===== config.mk =====
export PLATFORM = sky130hd
export DESIGN_NAME = vend_seq_ctrl
export DESIGN_NICKNAME = d
export VERILOG_FILES = /design/src/rtl/vend_pkg.sv /design/src/rtl/vend_debounce.sv /design/src/rtl/vend_seq_ctrl.sv
export SDC_FILE = /design/constraint.sdc
export NUM_CORES = 1
export LEC_CHECK = 0
export BUFFER_PORTS_ARGS = -buffer_cell sky130_fd_sc_hd__buf_4
export CAP_MARGIN = 20
export CORE_MARGIN = 2
export CORE_UTILIZATION = 35
export CTS_CLUSTER_SIZE = 30
export DETAILED_ROUTE_END_ITERATION = 16
export GPL_ROUTABILITY_DRIVEN = 0
export HOLD_SLACK_MARGIN = 0.06
export PLACE_DENSITY_LB_ADDON = 0.05
export SLEW_MARGIN = 20
export SYNTH_ARGS = -nofsm -noshare
export SYNTH_HDL_FRONTEND = slang
export SYNTH_HIERARCHICAL = 1
export SYNTH_SLANG_ARGS = --single-unit

===== constraint.sdc =====
create_clock -name clk -period 3.46 [get_ports clk]
set_input_delay 0.692 -clock clk [delete_from_list [all_inputs] [get_ports clk]]
set_output_delay 0.692 -clock clk [all_outputs]
set_load 0.02 [all_outputs]

===== src/rtl/vend_pkg.sv =====
// Shared constants for the vending-machine front-end sequencer: state encoding,
// default timing parameters and datapath widths.
package vend_pkg;

    localparam int CREDIT_W = 3;
    localparam int PROD_W   = 3;
    localparam int STATE_W  = 3;
    localparam int TIMER_W  = 8;
    localparam int DB_CNT_W = 4;

    localparam int DEF_DB_CYCLES    = 4;
    localparam int DEF_ACC_TIMEOUT  = 16;
    localparam int DEF_DISP_TIMEOUT = 32;
    localparam int DEF_PRICE        = 3;

    localparam logic [STATE_W-1:0] ST_IDLE     = 3'd0;
    localparam logic [STATE_W-1:0] ST_WAIT_ACC = 3'd1;
    localparam logic [STATE_W-1:0] ST_CHECK    = 3'd2;
    localparam logic [STATE_W-1:0] ST_DISPENSE = 3'd3;
    localparam logic [STATE_W-1:0] ST_DONE     = 3'd4;
    localparam logic [STATE_W-1:0] ST_FAULT    = 3'd5;

    typedef logic [TIMER_W-1:0] timer_t;

    function automatic timer_t timer_sat_inc(input timer_t t);
        return (t == '1) ? t : t + 1'b1;
    endfunction

endpackage


===== src/rtl/vend_debounce.sv =====
// Pad conditioner: 2-flop synchronizer, consecutive-cycle debounce counter and a
// single-cycle event on the debounced rising edge.
module vend_debounce
    import vend_pkg::*;
#(
    parameter int DB_CYCLES = DEF_DB_CYCLES
) (
    input  logic clk,
    input  logic rst,
    input  logic ena,
    input  logic raw,
    output logic evt
);

    localparam logic [DB_CNT_W-1:0] CNT_LAST = DB_CNT_W'(DB_CYCLES - 1);

    logic                sync_q1;
    logic                sync_q2;
    logic                level_q;
    logic                level_prev_q;
    logic [DB_CNT_W-1:0] cnt_q;

    // NOTE: sequential state uses non-blocking assignments so the synchronizer stages and
    // the counter all see pre-edge values; blocking here would collapse the flop chain.
    always_ff @(posedge clk) begin
        if (rst) begin
            sync_q1      <= 1'b0;
            sync_q2      <= 1'b0;
            level_q      <= 1'b0;
            level_prev_q <= 1'b0;
            cnt_q        <= '0;
        end else if (ena) begin
            sync_q1      <= raw;
            sync_q2      <= sync_q1;
            level_prev_q <= level_q;
            if (sync_q2 != level_q) begin
                if (cnt_q == CNT_LAST) begin
                    level_q <= sync_q2;
                    cnt_q   <= '0;
                end else begin
                    cnt_q <= cnt_q + 1'b1;
                end
            end else begin
                cnt_q <= '0;
            end
        end
    end

    // Gated so a frozen rising edge cannot be seen on every stalled cycle.
    assign evt = ena & level_q & ~level_prev_q;

endmodule


===== src/rtl/vend_seq_ctrl.sv =====
// Front-end sequencer for the vending-machine FSM: turns debounced pad events into
// m/a/d strobes and runs the accept and dispense handshakes with timeouts.
module vend_seq_ctrl
    import vend_pkg::*;
#(
    parameter int DB_CYCLES    = DEF_DB_CYCLES,
    parameter int ACC_TIMEOUT  = DEF_ACC_TIMEOUT,
    parameter int DISP_TIMEOUT = DEF_DISP_TIMEOUT,
    parameter int PRICE        = DEF_PRICE
) (
    input  logic                clk,
    input  logic                rst,
    input  logic                ena,
    input  logic                coin_raw,
    input  logic                accept_raw,
    input  logic                cancel_raw,
    input  logic [CREDIT_W-1:0] credit_i,
    input  logic [PROD_W-1:0]   prod_i,
    output logic                m_o,
    output logic                a_o,
    output logic                d_o,
    output logic                clr_o,
    output logic                rej_o,
    output logic                done_o,
    output logic                err_o,
    output logic [STATE_W-1:0]  state_o
);

    // The timer holds the number of cycles already spent waiting, so the last
    // allowed waiting cycle is the one where it equals TIMEOUT-1.
    localparam timer_t              ACC_LAST  = timer_t'(ACC_TIMEOUT - 1);
    localparam timer_t              DISP_LAST = timer_t'(DISP_TIMEOUT - 1);
    localparam logic [CREDIT_W-1:0] PRICE_C   = CREDIT_W'(PRICE);

    logic               coin_evt;
    logic               accept_evt;
    logic               cancel_evt;
    logic [STATE_W-1:0] state;
    timer_t             timer;
    logic               acc_pend;
    logic               m_q;
    logic               a_q;
    logic               rej_q;
    logic               done_q;
    logic               clr_q;
    logic               d_q;
    logic               err_q;

    vend_debounce #(.DB_CYCLES(DB_CYCLES)) u_coin_db (
        .clk (clk),
        .rst (rst),
        .ena (ena),
        .raw (coin_raw),
        .evt (coin_evt)
    );

    vend_debounce #(.DB_CYCLES(DB_CYCLES)) u_accept_db (
        .clk (clk),
        .rst (rst),
        .ena (ena),
        .raw (accept_raw),
        .evt (accept_evt)
    );

    vend_debounce #(.DB_CYCLES(DB_CYCLES)) u_cancel_db (
        .clk (clk),
        .rst (rst),
        .ena (ena),
        .raw (cancel_raw),
        .evt (cancel_evt)
    );

    always_ff @(posedge clk) begin
        if (rst) begin
            state    <= ST_IDLE;
            timer    <= '0;
            acc_pend <= 1'b0;
            m_q      <= 1'b0;
            a_q      <= 1'b0;
            rej_q    <= 1'b0;
            done_q   <= 1'b0;
            clr_q    <= 1'b0;
            d_q      <= 1'b0;
            err_q    <= 1'b0;
        end else if (ena) begin
            m_q      <= 1'b0;
            a_q      <= 1'b0;
            rej_q    <= 1'b0;
            done_q   <= 1'b0;
            clr_q    <= 1'b0;
            acc_pend <= 1'b0;

            if (state == ST_WAIT_ACC || state == ST_DISPENSE)
                timer <= timer_sat_inc(timer);

            // Only one coin may be outstanding; any other coin is bounced.
            if (coin_evt && (state != ST_IDLE || cancel_evt))
                rej_q <= 1'b1;

            case (state)
                ST_IDLE: begin
                    if (cancel_evt) begin
                        clr_q <= 1'b1;
                    end else if (coin_evt) begin
                        m_q   <= 1'b1;
                        timer <= '0;
                        state <= ST_WAIT_ACC;
                    end
                end

                ST_WAIT_ACC: begin
                    // a_o goes out one cycle before CHECK so credit_i has settled there.
                    if (acc_pend) begin
                        state <= ST_CHECK;
                    end else if (cancel_evt) begin
                        clr_q <= 1'b1;
                        state <= ST_IDLE;
                    end else if (accept_evt) begin
                        a_q      <= 1'b1;
                        acc_pend <= 1'b1;
                    end else if (timer >= ACC_LAST) begin
                        rej_q <= 1'b1;
                        state <= ST_IDLE;
                    end
                end

                ST_CHECK: begin
                    if (credit_i >= PRICE_C) begin
                        d_q   <= 1'b1;
                        timer <= '0;
                        state <= ST_DISPENSE;
                    end else begin
                        state <= ST_IDLE;
                    end
                end

                ST_DISPENSE: begin
                    if (prod_i != '0) begin
                        d_q    <= 1'b0;
                        done_q <= 1'b1;
                        state  <= ST_DONE;
                    end else if (timer >= DISP_LAST) begin
                        d_q   <= 1'b0;
                        err_q <= 1'b1;
                        clr_q <= 1'b1;
                        state <= ST_FAULT;
                    end
                end

                ST_DONE: begin
                    state <= ST_IDLE;
                end

                ST_FAULT: begin
                    if (cancel_evt) begin
                        err_q <= 1'b0;
                        clr_q <= 1'b0;
                        state <= ST_IDLE;
                    end else begin
                        clr_q <= 1'b1;
                    end
                end

                default: begin
                    d_q   <= 1'b0;
                    state <= ST_IDLE;
                end
            endcase
        end
    end

    assign m_o     = m_q & ena;
    assign a_o     = a_q & ena;
    assign rej_o   = rej_q & ena;
    assign done_o  = done_q & ena;
    // In FAULT clr_o is a held level, not a pulse, so it survives ena=0.
    assign clr_o   = clr_q & (ena | err_q);
    assign d_o     = d_q;
    assign err_o   = err_q;
    assign state_o = state;

endmodule

### Word level (Yosys, flattened, before mapping)

Cells that the tools add are included.

| storage, ports and cells | value |
|---|---|
| bits in registers | 42 |
| bits of input ports | 12 |
| word-level logic and storage cells | 134 |

| operators by class | value |
|---|---|
| add/sub/neg operators | 4 |
| order comparisons | 3 |
| eq/ne operators | 21 |
| muxes and demuxes | 52 |
| bitwise gates (word level) | 16 |
| reductions and logical operators | 14 |

Operators by type and width:

| kind | number |
|---|---|
| $mux W8 | 5 |
| $mux W3 | 9 |
| $mux W1 | 26 |
| $mux W4 | 6 |
| $pmux W8 S2 | 1 |
| $pmux W3 S5 | 1 |
| $add A4 B1 Y4 const B | 3 |
| $eq A4 B2 Y1 const B | 3 |
| $and A1 B1 Y1 | 11 |
| $ne A2 B2 Y1 const B | 5 |
| $reduce_and A3 Y1 | 3 |
| $add A8 B1 Y8 const B | 1 |
| $eq A8 B8 Y1 const B | 1 |
| $ge A8 B4 Y1 const B | 1 |
| $ge A8 B5 Y1 const B | 1 |
| $reduce_and A7 Y1 | 1 |
| $eq A3 B2 Y1 const B | 2 |
| $eq A3 B3 Y1 const B | 2 |
| $reduce_bool A3 Y1 | 2 |
| $reduce_and A5 Y1 | 1 |
| $ne A4 B3 Y1 const B | 1 |
| $ne A4 B4 Y1 const B | 1 |
| $not A1 Y1 | 4 |
| $pmux W1 S4 | 1 |
| 15 further kinds | 18 |

### Longest topological paths before layout

| depth | value |
|---|---|
| depth in word-level cells | 10 |
| mapped depth | 7 |
| depth with buffers taken out | 6 |

### Modules after synthesis

Netlist, hierarchy kept.

By module, submodules not included:

| module | instances | cells each | area each (um^2) | sequential area each (um^2) |
|---|---|---|---|---|
| vend_debounce | 3 | 40 | 392.9 | 160.2 |
| vend_seq_ctrl | 1 | 128 | 1,056.0 | 360.3 |

### Worst setup path after synthesis

No wires, ideal clock.

| timing | value |
|---|---|
| path kind | input port to flip-flop |
| start point | in ena |
| end point | reg state[1] (netlist: state_o[1]) |
| library setup time | 0.070 ns |
| arrival time | 2.133 ns |
| data required time | 3.390 ns |
| path slack | 1.257 ns |
| cell stages on the path | 7 |
| buffers on the path | 1 |
| path through | buf_2 -> and3b_2 -> nand2b_1 -> a21boi_2 -> o221ai_2 -> or4_1 -> a21oi_1 |

| between the ends | value |
|---|---|
| longest elaborated chain between the ends | 5 |

RTL lines:

| element | RTL line | source |
|---|---|---|
| from (decl) | vend_seq_ctrl.sv:13 | `input logic ena,` |
| $and A1 B1 Y1 * (2 in a row) | vend_debounce.sv:50 | `assign evt = ena & level_q & ~level_prev_q;` |
| net cancel_evt | vend_seq_ctrl.sv:37 | `logic cancel_evt;` |
| $mux W3 | vend_seq_ctrl.sv:115 | `end else if (cancel_evt) begin` |
| $mux W3 | vend_seq_ctrl.sv:113 | `if (acc_pend) begin` |
| $pmux W3 S5 | vend_seq_ctrl.sv:100 | `case (state)` |
| to (signal assigned) | vend_seq_ctrl.sv:107 | `state <= ST_WAIT_ACC;` |
| to (signal assigned) | vend_seq_ctrl.sv:114 | `state <= ST_CHECK;` |
| to (signal assigned) | vend_seq_ctrl.sv:117 | `state <= ST_IDLE;` |
| to (decl) | vend_seq_ctrl.sv:38 | `logic [STATE_W-1:0] state;` |

The timed path passes the listed nets; every way through them passes the cells marked *.
A chain may end at the register's enable or synchronous reset.

### Worst setup path in the final report

Ends and elaborated chain as after synthesis.

==> metrics.cfg <==
[synth]
ys_warn_count=6
yosys.area.top_type_share=0.376
synth_edf_count=0
synth_area_leader_cell=dfxtp_1
syn-cell-area_um2=2230
syn-num-nets=264
synthTopCellsByArea=dfxtp_1, mux2i_1, nand2b_1
avgSynthCellArea_um2=9.01
synthArstFlopShare=0
ys_types=48
synth_cells=248
ys_seq_area_frac=0.376
synth_seq_cells=42
synth_flop_cell=dfxtp_1

[timing]
period_share=0.614
grt_setup_unrepaired=no
finClkSkew_ps=3.62
fmax_mhz=471
hold_viol=0
slew_headroom=0.655
period_needed_ps=2120
tightest_slew_ps=516
tns_ps=0
setup_viol=0
drv_slew=0

[clocking]
cts_setup_buffers=0
cts_resized=0
htreeDepth=2
cts_made_buffers=5
postCtsHoldBufs=0
path_clk_slew_ps=80
cts_sinks=42
clockBufferDepth=2
cts_root_buffer=clkbuf_8
cts_tree=built
clock_latency_ps=290

[critical_path]
worst_r2r_path_depth=5
rrSetupSlack_ps=1540
cp-start-kind=input port
crit_path_end_kind=flip-flop
path_class=input port to flip-flop
cpPeakStageDelay_ps=530
reg2reg_from=state_o[0]
path_cells=buf_4, and3b_2, nand3b_1, a21boi_2, o221ai_2, or4_1, a21oi_1
critPathSlowestCell=or4_1
cp_max_fo=28
cp.arrival_ps=2350
critPathBufInv=1
required_ps=3680
timing.rr.end=state_o[1]
critPathTopFamily=simple AND/OR/NAND/NOR gates

[power]
pwr_density_cell_nw_per_um2=369
leakagePower_nw=0.933
power_switching_share=0.209
p_int_mw=0.743
switching_power_mw=0.197
p_clk_frac=0.420
ir_drop_uv=212
p_comb_frac=0.057
p_seq_frac=0.523

[final_layout]
layout.cells.non_filler=342
final_common_cell=dfxtp_1
area_growth_pct=13.8
nNetsFinal=281
final_cell_mix=dfxtp_1, nor2_1, buf_4, nand2b_1, a21oi_1
diodes=0
drive_above_1_share=0.185

[floorplanning]
die_h_um=83.9
pin_count=22
core_um2=6280
die_area_um2=7040
fp-row-count=29
dieWidth_um=83.9
initial_core_util=0.356

[routing]
wl_per_cell_um=12.7
dr.pass1.iters=4
drt_iter0_drc=86
dr_total_vias=1769
drcViolationCount=0
vias_per_cell=5.17
finalWirelength_um=4350
drtAntennaViolNets=0

[place]
numPortBuffers=21
place_hpwl_um=2970
dp.cells=335

[global_route]
grt_start_max_net_pins=38
grt_pass1_vias=1604
grt.total_usage=0.128
overflow=0
grt_pass1_wl_um=7520
grt_antenna_before_repair=0

[hold_path]
hold_depth=2
min-delay-start=m_q
hold_path_class=flip-flop to flip-flop
hold_path_end=m_q

[flow_run]
maxCapViolCount=0

[status]
status=completed

how the worst max path moves through the flow:
| stage | slack [ps] | cells past startpoint | endpoint | startpoint |
|---|---|---|---|---|
| 3_3_place_gp | 1050 | 7 | state_o[1] | ena |
| 5_1_grt | 1230 | 7 | state_o[1] | ena |
| 2_1_floorplan | 1260 | 7 | state_o[1] | ena |
| 4_1_cts | 1330 | 7 | state_o[1] | ena |
| 6_report | 1340 | 7 | state_o[1] | ena |
| 3_5_place_dp | 1030 | 7 | state_o[1] | ena |
through the flow:
step | power, mW | setup WS (ps) | util | instance area (µm²) | hold WS, ps
floorplan | 0.539 | 1260 | - | 2230 | 441
finish | 0.939 | 1340 | 0.405 | 2540 | 472
global route | 0.983 | 1230 | 0.405 | 2540 | 500
detailed placement | 0.557 | 1030 | 0.387 | 2430 | 464
global placement | 0.557 | 1050 | 0.387 | 2430 | 456
CTS | 0.962 | 1330 | 0.405 | 2540 | 477
tightest hold or removal path: cells and delay by family, from the launching register on:
family           cells  cell delay (ps)
AO/OA/AOI/OAI        1               60
flip-flops           1              310
AND/OR/NAND/NOR      1               60
flip-flops by register name (all words and copies together), names as in the netlist, 3 cells and up:
| register | count |
|---|---|
| u_coin_db/cnt_q | 4 |
| timer | 8 |
| u_accept_db/cnt_q | 4 |
| u_cancel_db/cnt_q | 4 |
| state_o | 3 |
cell usage after synthesis (2+ instances only):
master,count
a311oi_1,2
a31oi_1,2
dfxtp_1,42
buf_4,2
or3_1,3
a21oi_1,17
o32ai_2,3
nand3_1,10
xor2_1,2
xnor2_1,3
o2111ai_1,3
nand2_1,12
buf_2,4
o21ai_0,2
nand4_1,5
nand3b_1,4
a21boi_0,3
and4_1,2
o22ai_1,3
nor2_1,30
and2_1,5
nand2b_1,20
xor2_2,3
ha_1,4
nand2_2,3
and3_1,2
or4_1,2
and3b_2,3
a21boi_1,3
buf_1,3
nor3_1,3
a211oi_1,2
clkbuf_1,2
inv_1,9
mux2i_1,15
and4bb_2,3
cell type report:
class                   instances  area [µm²]
fillers                       633        3730
flip-flops and latches         42         841
inverters                       9        33.8
clock buffers                   6        82.6
repair buffers                 22         165
well taps                      77        96.3
multi-input cells             185        1290
clock inverters                 1        30.0
cell families (layout without fill, tap and decap cells):
| family | count (synthesis) | in the layout | share of synthesized area |
|---|---|---|---|
| fa+ha+maj | 4 | 4 | 0.0224 |
| simple gates | 110 | 110 | 0.275 |
| mux | 15 | 15 | 0.0672 |
| flops | 42 | 42 | 0.376 |
| xor+xnor | 8 | 8 | 0.0414 |
| buf+inv | 21 | 38 | 0.0442 |
| compound gates | 48 | 48 | 0.173 |
power groups by stage:
| stage | registers (mW) | clock network [mW] | logic [mW] |
|---|---|---|---|
| 2_1_floorplan | 0.502 | 0 | 0.0366 |
| 3_3_place_gp | 0.503 | 0 | 0.0543 |
| 3_5_place_dp | 0.503 | 0 | 0.0546 |
| 4_1_cts | 0.491 | 0.415 | 0.0548 |
| 5_1_grt | 0.492 | 0.431 | 0.0591 |
| 6_report | 0.491 | 0.394 | 0.0538 |
metal layers:
| metal | share of wire | track usage | wire [µm] | vias up |
|---|---|---|---|---|
| li1 | - | - | - | 917 |
| met4 | 0.0069 | 0.0425 | 30 | 0 |
| met1 | 0.51 | 0.177 | 2240 | 821 |
| met5 | 0 | 0 | 0 | - |
| met3 | 0.034 | 0.0326 | 150 | 2 |
| met2 | 0.44 | 0.196 | 1930 | 29 |
No activity file was read; power rests on OpenSTA's default activity.
